`src/rtl/buffer_stream_ctrl.sv`:
```
// Tile sequencer for the 32-bit-in / 64-bit-out operand buffer: loads one tile
// of words from the loader, waits for the buffer to settle, then streams word pairs out.
module buffer_stream_ctrl #(
    parameter int DEPTH  = 16384,
    parameter int ADDR_W = 14,
    parameter int CNT_W  = 15
) (
    input  logic              clk,
    input  logic              reset_n,
    input  logic              start,
    input  logic [CNT_W-1:0]  num_words,
    input  logic              wr_valid,
    input  logic [31:0]       wr_data,
    output logic              wr_ready,
    output logic [ADDR_W-1:0] buf_addr,
    output logic              buf_we,
    output logic [31:0]       buf_wdata,
    input  logic [63:0]       buf_rdata,
    output logic              out_valid,
    output logic [63:0]       out_data,
    input  logic              out_ready,
    output logic              busy,
    output logic              done,
    output logic              err
);

    typedef enum logic [2:0] {
        S_IDLE,
        S_LOAD,
        S_SETTLE,
        S_STREAM,
        S_DONE
    } state_t;

    state_t           state;
    state_t           state_next;
    logic [CNT_W-1:0] nw_q;
    logic [CNT_W-1:0] load_cnt;
    logic [CNT_W-1:0] pair_cnt;
    logic [CNT_W-1:0] rd_cnt;
    logic             settle_cnt;
    logic             rd_capture;
    logic             load_fire;
    logic             issue_rd;
    logic             out_fire;
    logic             start_ok;
    logic [CNT_W-1:0] half;
    logic [CNT_W-1:0] load_cnt_inc;
    logic [CNT_W-1:0] pair_cnt_inc;

    assign start_ok = (num_words[0] == 1'b0) && (num_words >= CNT_W'(2))
                      && (num_words <= CNT_W'(DEPTH));
    assign half         = {1'b0, nw_q[CNT_W-1:1]};
    assign load_cnt_inc = load_cnt + 1'b1;
    assign pair_cnt_inc = pair_cnt + 1'b1;

    always_ff @(posedge clk or negedge reset_n) begin
        if (!reset_n) begin
            state <= S_IDLE;
        end else begin
            state <= state_next;
        end
    end

    // A read counts as in flight from the cycle its command is on buf_addr
    // until its data is captured one cycle later.
    always_comb begin
        state_next = state;
        wr_ready   = 1'b0;
        load_fire  = 1'b0;
        issue_rd   = 1'b0;
        out_fire   = 1'b0;
        done       = 1'b0;
        busy       = (state != S_IDLE);
        case (state)
            S_IDLE: begin
                if (start && start_ok) begin
                    state_next = S_LOAD;
                end
            end
            S_LOAD: begin
                wr_ready  = (load_cnt < nw_q);
                load_fire = wr_ready && wr_valid;
                if (load_fire && (load_cnt_inc == nw_q)) begin
                    state_next = S_SETTLE;
                end
            end
            S_SETTLE: begin
                if (settle_cnt) begin
                    state_next = S_STREAM;
                end
            end
            S_STREAM: begin
                out_fire = out_valid && out_ready;
                issue_rd = !buf_addr[ADDR_W-1] && !rd_capture
                           && (!out_valid || out_fire) && (rd_cnt < half);
                if (out_fire && (pair_cnt_inc == half)) begin
                    state_next = S_DONE;
                end
            end
            S_DONE: begin
                done       = 1'b1;
                state_next = S_IDLE;
            end
            default: begin
                state_next = S_IDLE;
            end
        endcase
    end

    always_ff @(posedge clk or negedge reset_n) begin
        if (!reset_n) begin
            nw_q       <= '0;
            load_cnt   <= '0;
            pair_cnt   <= '0;
            rd_cnt     <= '0;
            settle_cnt <= 1'b0;
            rd_capture <= 1'b0;
            buf_addr   <= '0;
            buf_we     <= 1'b0;
            buf_wdata  <= '0;
            out_valid  <= 1'b0;
            out_data   <= '0;
            err        <= 1'b0;
        end else begin
            buf_we     <= 1'b0;
            buf_addr   <= '0;
            err        <= 1'b0;
            rd_capture <= buf_addr[ADDR_W-1];
            settle_cnt <= (state == S_SETTLE) ? ~settle_cnt : 1'b0;
            if ((state == S_IDLE) && start) begin
                if (start_ok) begin
                    nw_q <= num_words;
                end else begin
                    err <= 1'b1;
                end
            end
            if (load_fire) begin
                buf_we    <= 1'b1;
                buf_wdata <= wr_data;
                load_cnt  <= load_cnt_inc;
            end
            if (issue_rd) begin
                buf_addr <= {1'b1, {(ADDR_W-1){1'b0}}};
                rd_cnt   <= rd_cnt + 1'b1;
            end
            if (out_fire) begin
                out_valid <= 1'b0;
                pair_cnt  <= pair_cnt_inc;
            end
            if (rd_capture) begin
                out_valid <= 1'b1;
                out_data  <= buf_rdata;
            end
            if (state == S_DONE) begin
                load_cnt <= '0;
                pair_cnt <= '0;
                rd_cnt   <= '0;
            end
        end
    end

endmodule

```
`config.mk`:
```
export PLATFORM = sky130hd
export DESIGN_NAME = buffer_stream_ctrl
export DESIGN_NICKNAME = d
export VERILOG_FILES = /design/src/rtl/buffer_stream_ctrl.sv
export SDC_FILE = /design/constraint.sdc
export NUM_CORES = 1
export LEC_CHECK = 0
export CAP_MARGIN = 15
export CORE_MARGIN = 2
export CORE_UTILIZATION = 49
export DETAILED_ROUTE_END_ITERATION = 8
export GPL_ROUTABILITY_DRIVEN = 0
export GPL_TIMING_DRIVEN = 1
export PLACE_DENSITY_LB_ADDON = 0.05
export SLEW_MARGIN = 20
export SYNTH_ARGS = -nofsm -noshare
export SYNTH_HDL_FRONTEND = slang
export SYNTH_SLANG_ARGS = --single-unit
export TNS_END_PERCENT = 30
```
`constraint.sdc`:
```
create_clock -name clk -period 3.2 [get_ports clk]
set_input_delay 0.32 -clock clk [delete_from_list [all_inputs] [get_ports clk]]
set_output_delay 0.32 -clock clk [all_outputs]
set_load 0.05 [all_outputs]
```
Yosys cells after proc, flatten, opt, wreduce, memory -nomap -nowiden
Cells that the tools add are included.
{ "word_totals": {"reg_bits": 178, "in_bits": 116, "out_inout_bits": 116, "word_cells": 78} }
{ "op_classes": {"addsub": 3, "n_lt_le_gt_ge": 4, "n_eq_ne": 10, "n_mux": 23, "bitwise": 2, "n_reduce_logical": 23} }
{ "ops": {"columns": ["op", "n"], "rows": [
  ["15-bit 2-to-1 mux", 6],
  ["15-bit by 1-bit adder with 15-bit output (second input constant)", 3],
  ["15-bit by 14-bit equality test with 1-bit output", 1],
  ["15-bit equality test", 1],
  ["15-bit by 2-bit greater-or-equal comparator with 1-bit output (second input constant)", 1],
  ["15-bit less-or-equal comparator (second input constant)", 1],
  ["15-bit by 14-bit < comparator with 1-bit output", 1],
  ["15-bit < comparator", 1],
  ["14-bit 2-to-1 mux", 1],
  ["3-bit 2-to-1 mux", 4],
  ["3-bit one-hot mux with 4 select lines", 1],
  ["1-bit logical AND", 11],
  ["1-bit 2-to-1 mux", 11],
  ["2-bit != test (second input constant)", 4],
  ["2-bit nonzero test", 4],
  ["3-bit by 2-bit equality test with 1-bit output (second input constant)", 2],
  ["4-bit AND reduction", 1],
  ["3-bit by 1-bit equality test with 1-bit output (second input constant)", 1],
  ["3-bit equality test (second input constant)", 1],
  ["1-bit logical NOT", 3],
  ["3-bit logical NOT", 1],
  ["3-bit nonzero test", 1],
  ["1-bit inverter", 2],
  ["2-bit AND reduction", 1],
  ["1-bit logical OR", 1]
]} }

Depth between registers and ports, before layout
Gate-level depths: netlist of run 1.
{ "depth": {"ltp_word": 7, "ltp_mapped": 11, "mapped_depth_nobuf": 9} }

Worst setup path before layout of run 1
OpenSTA, ideal clock, no wires.
{ "synth_path": {"path_type": "reg-to-reg", "from": "reg nw_q[7]", "to": "reg load_cnt[11]", "setup_ns": 0.132, "t_arrival_ns": 2.244, "t_required_ns": 3.068, "path_slack_ns": 0.824, "path_stages_with_launch": 12, "path_buffers": 2, "period_less_slack_ns": 2.376, "path_cell_list": "dfrtp_1 clkbuf_1 inv_1 ha_1 a21oi_1 o21ai_0 a211oi_1 nand3_1 and2_1 clkbuf_1 o21ai_0 o31ai_1"} }
{ "synth_between": {"elab_chain_len": 4} }
{ "synth_rtl": {"columns": ["item", "line", "rtl"], "rows": [
  ["from (decl)", "37", "logic [CNT_W-1:0] nw_q;"],
  ["from (signal assigned)", "133", "nw_q <= num_words;"],
  ["15-bit < comparator", "82", "wr_ready = (load_cnt < nw_q);"],
  ["1-bit logical AND", "83", "load_fire = wr_ready && wr_valid;"],
  ["1-bit 2-to-1 mux", "75", "case (state)"],
  ["2-bit nonzero test (no line)", null, null],
  ["to (signal assigned)", "141", "load_cnt <= load_cnt_inc;"],
  ["to (decl)", "38", "logic [CNT_W-1:0] load_cnt;"]
]} }
Every way passes these cells.
A chain may end at the register's enable or synchronous reset.

Final worst setup path of run 1
{ "layout_path": {"from": "reg nw_q[7]", "to": "out wr_ready"} }
{ "layout_between": {"elab_chain_len": 2} }
{ "layout_rtl": {"columns": ["item", "line", "rtl"], "rows": [
  ["15-bit < comparator", "82", null],
  ["1-bit 2-to-1 mux", "75", null],
  ["to (decl)", "14", "output logic wr_ready,"]
]} }
Every way passes these cells.

==> results.toml, run 1 <==
[min_path]
min_path_type = "input port to flip-flop"
worstHoldPathCells = 3
hold_start = "wr_data[25]"
whs_endpoint = "buf_wdata[25]"

[critical_path]
reg2reg_from = "nw_q[8]"
reg2regPathDepth = 10
rrSetupSlack_ns = 0.48
endpoint_kind = "output port"
criticalPathCategory = "flip-flop to output port"
r2r-end = "load_cnt[8]"
crit_path_max_fanout = 8
cp-start-kind = "flip-flop"
crit_arrival_ns = 2.47
required_ns = 2.88

[power_and_ir_drop]
clockPowerShare_pct = 46.8
p_switching_mw = 1.022
switching_share_pct = 23.46
leakagePower_nw = 5.274
vdd_ir_drop_max_uv = 373.9
power_density_nw_per_um2 = 380.8
pwr-share-comb_pct = 5.3
power_frac_seq_pct = 47.9
p_int_mw = 3.333

[timing]
final_hold_viol_count = 0
clock_skew_ns = 0.01145
finalCriticalPeriod_ns = 2.788
worst_pin_slew_ns = 0.8994
setup_viol = 0
clock.fmax_mhz = 358.6
tns_ns = 0
slew_headroom_pct = 39.82
rsz0062_at_grt = "false"
maxSlewViolCount = 0
finalCritPeriodShare_pct = 87.14

[grt]
track_usage_pct = 24.95
antenna_found_initial = 0
grt_pass1_vias = 6828
grt_pass1_wl_microns = 35690
grt_max_degree = 74
overflow = 0

[layout]
drive_above_1_share_pct = 13.73
fin_area_sq_um = 11430
nFillCells = 1379
seqCellArea_sq_um = 4130
area_growth_pct = 35.31
multi_input_area_sq_um = 3996
nets = 1184
n_antenna_cell = 0

[cts]
cts_buffers = 17
clk_pin_slew_ns = 0.07
cts_tree = "yes"
clk_latency_ns = 0.44
clock_path_buffers = 2
cts.sinks = 165
post_cts_buffers = 0
htree_levels = 4
cts_root_buf = "clkbuf_16"

[detailed_routing]
wire_per_inst_microns = 17.57
wl_microns = 22380
ant_nets = 0
firstDrtPassIters = 5
vias = 6872
drcViolationCount = 0
drt_iter0_markers = 427
via_per_inst = 5.394

[floorplan]
pin_count = 232
core_area_sq_um = 17060
die_h_microns = 135.3
start_util_pct = 49.55
fp.dieW_microns = 135.3
fp.dieArea_sq_um = 18310
std_cell_rows = 48

[synthesis]
synth_top_area_share_pct = 48.86
yosysSeqAreaShare_pct = 48.86
mappedNetlistArea_sq_um = 8451
post-synth-top-count-cell = "dfrtp_1"
ys_ff_latch = 165
netlist_instances = 821
synth_warnings = 0
synthArstFlopShare_pct = 100.0
ys.flop_type = "dfrtp_1"
synth_common_cells = "dfrtp_1, nand2_1, mux2_2"
syn_area_per_cell_sq_um = 10.29
synth_enable_flop_cells = 0
synth.area.top_cells = "dfrtp_1, mux2_2, nand2_1"
yosysTopAreaCell = "dfrtp_1"
synth_cell_type_count = 62

[placement]
io_buffers = 218
placed_area_sq_um = 10840
dp_hpwl_microns = 16250

[run_status]
outcome = "completed"

[job]
cap_violations = 0
## critical path, stage by stage, from the launching register on
cell,delay (ns)
dfrtp_1,0.52
inv_1,0.11
ha_1,0.31
and4_1,0.18
o211ai_1,0.10
o21bai_1,0.18
and3_1,0.21
dlymetal6s2s_1,0.43
## worst max-delay path by stage
stage	cells past startpoint	end	slack [ns]	startpoint
2_1_floorplan	11	load_cnt[11]	0.82	nw_q[7]
3_3_place_gp	7	wr_ready	0.52	nw_q[7]
3_5_place_dp	7	wr_ready	0.47	nw_q[6]
4_1_cts	7	wr_ready	0.007	nw_q[7]
5_1_grt	10	load_cnt[7]	0.18	nw_q[12]
6_report	7	wr_ready	0.41	nw_q[7]
## metrics by stage
step	instances	setup slack, ns	power, mW	hold slack, ns	util, %
floorplan	833	0.8240	2.175	0.02441	-
global placement	1242	0.5232	2.356	0.3979	63.56
detailed placement	1242	0.4669	2.358	0.3907	63.56
CTS	1274	0.007027	4.402	0.3930	67.03
global route	1274	0.1803	4.494	0.4207	67.04
finish	1274	0.4116	4.354	0.4069	67.04
## timing repair
| item | CTS | global route |
|---|---|---|
| hold buffers | 1 | 0 |
| endpoints found under the hold margin | 69 | 0 |
| setup endpoints to repair | 0 | 1 |
| gates resized for setup | 0 | 1 |
## logic make-up after synthesis
| family | share of synthesized area (%) |
|---|---|
| XOR/XNOR | 4.042 |
| adder cells (fa/ha/maj) | 4.708 |
| other | 0.04438 |
| flip-flops | 48.86 |
| AND/OR/NAND/NOR | 17.06 |
| AO/OA/AOI/OAI | 10.08 |
| buffers and inverters | 4.442 |
| multiplexers | 10.76 |
## power groups by stage
stage          sequential [mW]  combinational, mW  clock (mW)
6_report                  2.08              0.231        2.04
5_1_grt                   2.08              0.252        2.16
4_1_cts                   2.08              0.235        2.08
3_5_place_dp              2.12              0.233           0
3_3_place_gp              2.12              0.231           0
2_1_floorplan             2.13             0.0500           0
## cells in the final DEF (no fill, tap or decap), drive strengths merged, types with 2 or more instances in the layout
master / count
nand2b: 6
inv: 36
and4: 5
xnor2: 21
and3: 7
a32oi: 3
o21ai: 52
or4: 6
a21o: 9
nor2b: 5
o41ai: 2
a21oi: 31
mux2: 79
or3: 11
nor3: 11
o311ai: 4
nand3b: 2
and2: 10
xor2: 18
nor2: 25
dfrtp: 165
clkbuf: 18
nor4: 9
nand3: 27
nand2: 134
nand4b: 4
o31ai: 15
clkdlybuf4s50: 216
nor4b: 2
or2: 4
o21a: 4
mux2i: 2
o211ai: 2
a31oi: 3
buf: 18
clkinv: 4
ha: 31
a211oi: 4
nand4: 15
conb: 13
## registers in the layout, indices dropped and copies added (netlist names)
register,flops
buf_addr,1
buf_wdata,32
buf_we,1
err,1
load_cnt,15
nw_q,15
out_data,64
out_valid,1
pair_cnt,15
rd_capture,1
rd_cnt,15
settle_cnt,1
state,3
## layer usage
| layer | up-vias | GRT usage [%] | part of all wire [%] |
|---|---|---|---|
| li1 | 3298 | - | - |
| met5 | - | 0 | 0 |
| met4 | 0 | 8.449 | 2.7 |
| met3 | 38 | 6.771 | 7.3 |
| met1 | 3317 | 32.99 | 42 |
| met2 | 219 | 39.90 | 48 |
## final cells by class
type | instances | share of cell area [%]
flip-flops and latches | 165 | 36.12
clock buffers | 18 | 3.841
repair buffers | 236 | 20.43
inverters | 29 | 0.9520
well taps | 225 | 2.462
multi-input cells | 588 | 34.95
clock inverters | 13 | 1.247
(Power assumes the default switching activity.)
==> run 2: changes to the inputs <==
--- a/config.mk
+++ b/config.mk
@@ -6,7 +6,7 @@
 export NUM_CORES = 1
 export LEC_CHECK = 0
 export CAP_MARGIN = 15
-export CORE_MARGIN = 2
+export CORE_MARGIN = 5
 export CORE_UTILIZATION = 49
 export DETAILED_ROUTE_END_ITERATION = 8
 export GPL_ROUTABILITY_DRIVEN = 0
==> run 2 against run 1 <==
Sequential power about the same. Wire length up 2.7%. Final area up 0.15%. Non-clock buffer count unchanged. Core utilization down 0.13 points. Fmax down 0.34%. Largest cell class unchanged.
==> results.toml, run 2 (synthesis results as in run 1) <==
[critical_path]
crit_path_max_fanout = 6
required_ns = 2.88
endpoint_kind = "output port"
crit_arrival_ns = 2.48
cp-start-kind = "flip-flop"
criticalPathCategory = "flip-flop to output port"

[min_path]
min_path_type = "input port to flip-flop"

[floorplan]
pin_count = 232
die_h_microns = 141.3
std_cell_rows = 48
fp.dieW_microns = 141.3
fp.dieArea_sq_um = 19970
core_area_sq_um = 17120
start_util_pct = 49.37

[layout]
drive_above_1_share_pct = 13.71
regMostFlops = "out_data"
nFillCells = 1409
multi_input_area_sq_um = 3996
layout_common_cells = "clkdlybuf4s50_1, dfrtp_1, nand2_1, mux2_2, o21ai_0"
n_antenna_cell = 0
largestRegisters = "out_data: 64 flops, buf_wdata: 32 flops"
fin_area_sq_um = 11450
seqCellArea_sq_um = 4130
layout_commonest_cell = "clkdlybuf4s50_1"
nets = 1184
stdcell_count = 1275
area_growth_pct = 35.52
largest_reg_flops = 64

[timing]
finalCritPeriodShare_pct = 87.43
setup_slack_ns = 0.4021
finalCriticalPeriod_ns = 2.798
final_hold_viol_count = 0
fin_hold_ws_ns = 0.4082
slew_headroom_pct = 42.80
tns_ns = 0
setup_viol = 0
worst_pin_slew_ns = 0.8580
rsz0062_at_grt = "false"
maxSlewViolCount = 0
clock.fmax_mhz = 357.4
clock_skew_ns = 0.01149

[detailed_routing]
firstDrtPassIters = 5
drcViolationCount = 0
via_per_inst = 5.351
drt_iter0_markers = 287
wl_microns = 22980
wire_per_inst_microns = 18.03
vias = 6822
ant_nets = 0

[grt]
overflow = 0
track_usage_pct = 23.57
grt_max_degree = 67
antenna_found_initial = 0
grt_pass1_wl_microns = 37380
grt_pass1_vias = 7055

[power_and_ir_drop]
power_density_nw_per_um2 = 383.3
leakagePower_nw = 5.274
vdd_ir_drop_max_uv = 377.9

[placement]
placed_area_sq_um = 10840
post-place-ws_ns = 0.4542
dp_hpwl_microns = 17070
placed_cells = 1242
io_buffers = 218

[cts]
cts_root_buf = "clkbuf_16"
post_cts_buffers = 0
clk_pin_slew_ns = 0.07
cts_buffers = 17
clk_latency_ns = 0.43
cts_tree = "yes"
htree_levels = 4
cts.sinks = 165
clock_path_buffers = 2

[run_status]
outcome = "completed"

[job]
cap_violations = 0
## run 2: critical path, stage by stage, from the launching register on
cell and delay, ns:
dfrtp_1 0.48, inv_1 0.12, ha_1 0.33, a21oi_1 0.17
a21oi_1 0.09, o21bai_1 0.24, and3_1 0.20, dlymetal6s2s_1 0.42
## run 2: cell type report
| class | count | share of cell area (%) |
|---|---|---|
| clock inverter | 12 | 1.245 |
| tap | 225 | 2.458 |
| timing repair buffer | 236 | 20.40 |
| sequential | 165 | 36.06 |
| inverter | 29 | 0.9505 |
| clock buffer | 20 | 3.988 |
| multi-input combinational | 588 | 34.90 |
## run 2: layer usage
metal | part of all wire [%] | routed length [microns] | track usage (%)
met5 | 0 | 0 | 0
met4 | 1.5 | 346 | 5.864
met3 | 9.7 | 2218 | 10.38
met2 | 46 | 10600 | 36.89
met1 | 43 | 9818 | 30.21
## run 2: through the flow
stage	power [mW]	util (%)
finish	4.390	66.91
global route	4.547	66.91
CTS	4.436	66.89
detailed placement	2.354	63.33
global placement	2.353	63.33
floorplan	2.175	-
## run 2: what timing repair did
item,4_1_cts,5_1_grt
hold buffers,1,0
gates resized for setup,0,1
setup endpoints to repair,0,1
hold endpoints to repair,63,0
## run 2: report_power, final
group	switching, mW	internal (mW)
logic	0.0988	0.129
registers	0	2.09
clock network	0.874	1.20
total	0.973	3.42
## run 2: final timing paths
check                      startpoint      endpoint  slack (ns)  depth (start not counted)
max                           nw_q[2]      wr_ready        0.40                          7
min                        wr_data[4]  buf_wdata[4]        0.41                          3
max reg2reg                   nw_q[9]    rd_cnt[12]        0.51                          9
min reg2reg                settle_cnt    settle_cnt        0.45                          1
max in group asynchronous     reset_n  out_data[29]        1.94                          3
min in group asynchronous     reset_n       nw_q[7]        0.46                          2
==> run 3: changes to the inputs <==
--- a/config.mk
+++ b/config.mk
@@ -5,11 +5,11 @@
 export SDC_FILE = /design/constraint.sdc
 export NUM_CORES = 1
 export LEC_CHECK = 0
+export ABC_AREA = 0
 export CAP_MARGIN = 15
 export CORE_MARGIN = 5
 export CORE_UTILIZATION = 49
 export DETAILED_ROUTE_END_ITERATION = 8
-export GPL_ROUTABILITY_DRIVEN = 0
 export GPL_TIMING_DRIVEN = 1
 export PLACE_DENSITY_LB_ADDON = 0.05
 export SLEW_MARGIN = 20
==> run 3 against run 2 <==
Core utilization increased by 0.15 points. Worst hold slack better by 0.0028 ns. Largest cell class unchanged. Combinational power barely moved. Critical endpoint unchanged. Sequential share of layout area is 0.079 points lower. Total power up 3.3%. Global-route usage increased by 0.094 points. Fmax down 5.7%.
==> results.toml, run 3 (synthesis results as in run 1) <==
[cts]
cts_root_buf = "clkbuf_16"
clk_latency_ns = 0.43
cts_tree = "yes"
clock_path_buffers = 2
cts_buffers = 17
clk_pin_slew_ns = 0.07
htree_levels = 4
cts.sinks = 165

[layout]
nets = 1182
drive_above_1_share_pct = 13.65
regMostFlops = "out_data"
layout_common_cells = "clkdlybuf4s50_1, dfrtp_1, nand2_1, mux2_2, o21ai_0"
nFillCells = 1417
area_growth_pct = 35.82
n_antenna_cell = 0
multi_input_area_sq_um = 3996
layout_commonest_cell = "clkdlybuf4s50_1"
largestRegisters = "out_data: 64 flops, buf_wdata: 32 flops"
largest_reg_flops = 64
seqCellArea_sq_um = 4130

[detailed_routing]
ant_nets = 0
drcViolationCount = 0
drt_iter0_markers = 341
vias = 6837
via_per_inst = 5.371
wire_per_inst_microns = 18.07
wl_microns = 23000
firstDrtPassIters = 5

[critical_path]
reg2reg_from = "nw_q[6]"
endpoint_kind = "output port"
crit_path_max_fanout = 6
criticalPathCategory = "flip-flop to output port"
critPathBufInv = 2
cp_top_family = "buffers and inverters"
startpoint = "nw_q[6]"
r2r-end = "rd_cnt[9]"
cp_cell_sequence = "inv_1, ha_1, a211oi_1, nand2_1, o21bai_1, and3_1, dlygate4sd2_1"
reg2regPathDepth = 8
crit_arrival_ns = 2.65
worst_path_largest_cell_delay_ns = 0.52
rrSetupSlack_ns = 0.51
slowest_stage = "dlygate4sd2_1"
required_ns = 2.88
cp-start-kind = "flip-flop"

[floorplan]
std_cell_rows = 48
pin_count = 232
core_area_sq_um = 17120
fp.dieArea_sq_um = 19970
start_util_pct = 49.37
die_h_microns = 141.3
fp.dieW_microns = 141.3

[timing]
rsz0062_at_grt = "false"
fin_hold_ws_ns = 0.4110
finalCriticalPeriod_ns = 2.967
final_hold_viol_count = 0
clock_skew_ns = 0.01043
finalCritPeriodShare_pct = 92.71
slew_headroom_pct = 43.06
tns_ns = 0
maxSlewViolCount = 0
worst_pin_slew_ns = 0.8542
clock.fmax_mhz = 337.1
setup_viol = 0

[job]
cap_violations = 0

[min_path]
whs_endpoint = "buf_wdata[5]"
worstHoldPathCells = 3
min_path_type = "input port to flip-flop"
hold_start = "wr_data[5]"

[placement]
dp_hpwl_microns = 16950
io_buffers = 218
place_congestion = 0.8884

[power_and_ir_drop]
finalPower_mw = 4.534
leakagePower_nw = 5.280
power_density_nw_per_um2 = 395.0
vdd_ir_drop_max_uv = 457.0

[grt]
overflow = 0
grt_pass1_vias = 7102
track_usage_pct = 23.66
grt_pass1_wl_microns = 37380
grt_max_degree = 66
antenna_found_initial = 0

[run_status]
outcome = "completed"
## run 3: changes by cell type in the layout (fill, tap and decap cells not counted), sizes merged
cell	delta
bufinv	+2
inv	+2
clkbuf	-3
clkinv	+1
clkinvlp	-2
dlygate4sd2	+1
dlymetal6s2s	-1
buf	-2
## run 3: area by class of cell
cell class	instances	share of cell area (%)
clock buffer	17	3.707
timing repair buffer	234	20.19
tap	225	2.453
clock inverter	15	1.897
inverter	29	0.9484
multi-input combinational	588	34.82
sequential	165	35.99
## run 3: worst reg2reg max path: stages, from the launching register on
cell and delay [ns]:
dfrtp_1 0.48, inv_1 0.14, ha_1 0.35, a21o_1 0.18, a21oi_1 0.14, o211ai_1 0.13, a21o_1 0.45, or4_1 0.60
a21oi_1 0.15
## run 3: worst max-delay path by stage
stage | end | cells past startpoint
after floorplan | load_cnt[11] | 11
after global placement | wr_ready | 7
after detailed placement | nw_q[2] | 8
after CTS | wr_ready | 7
after global routing | load_cnt[12] | 9
final | wr_ready | 7
## run 3: power by group
group          total (mW)  switching, mW  internal (mW)
sequential           2.09              0           2.09
combinational       0.229         0.0992          0.129
clock                2.22          0.893           1.33
total                4.53          0.992           3.54
## run 3: metal layers
| metal | up-vias | routed length [microns] | share of wire (%) | global-route usage, % |
|---|---|---|---|---|
| met5 | - | 0 | 0 | 0 |
| met4 | 0 | 446 | 1.9 | 7.445 |
| met3 | 34 | 2366 | 10 | 10.04 |
| met2 | 245 | 10550 | 46 | 36.97 |
| met1 | 3258 | 9640 | 42 | 29.96 |
| li1 | 3300 | - | - | - |
## run 3: timing repair
item,in CTS,in global routing
buffers inserted,0,0
gates resized for setup,1,0
setup endpoints to repair,1,0
hold buffers,1,0
endpoints found under the hold margin,62,0
## run 3: metrics by stage
step                      utilization (%)  std cells  area [sq um]  setup slack, ns
after floorplan                         -        833          8496           0.8240
after global placement              63.25       1240         10830           0.5021
final                               67.05       1273         11480           0.2334
after CTS                           67.05       1273         11480           0.2534
after global routing                67.05       1273         11480          0.08354
after detailed placement            63.25       1240         10830           0.4411
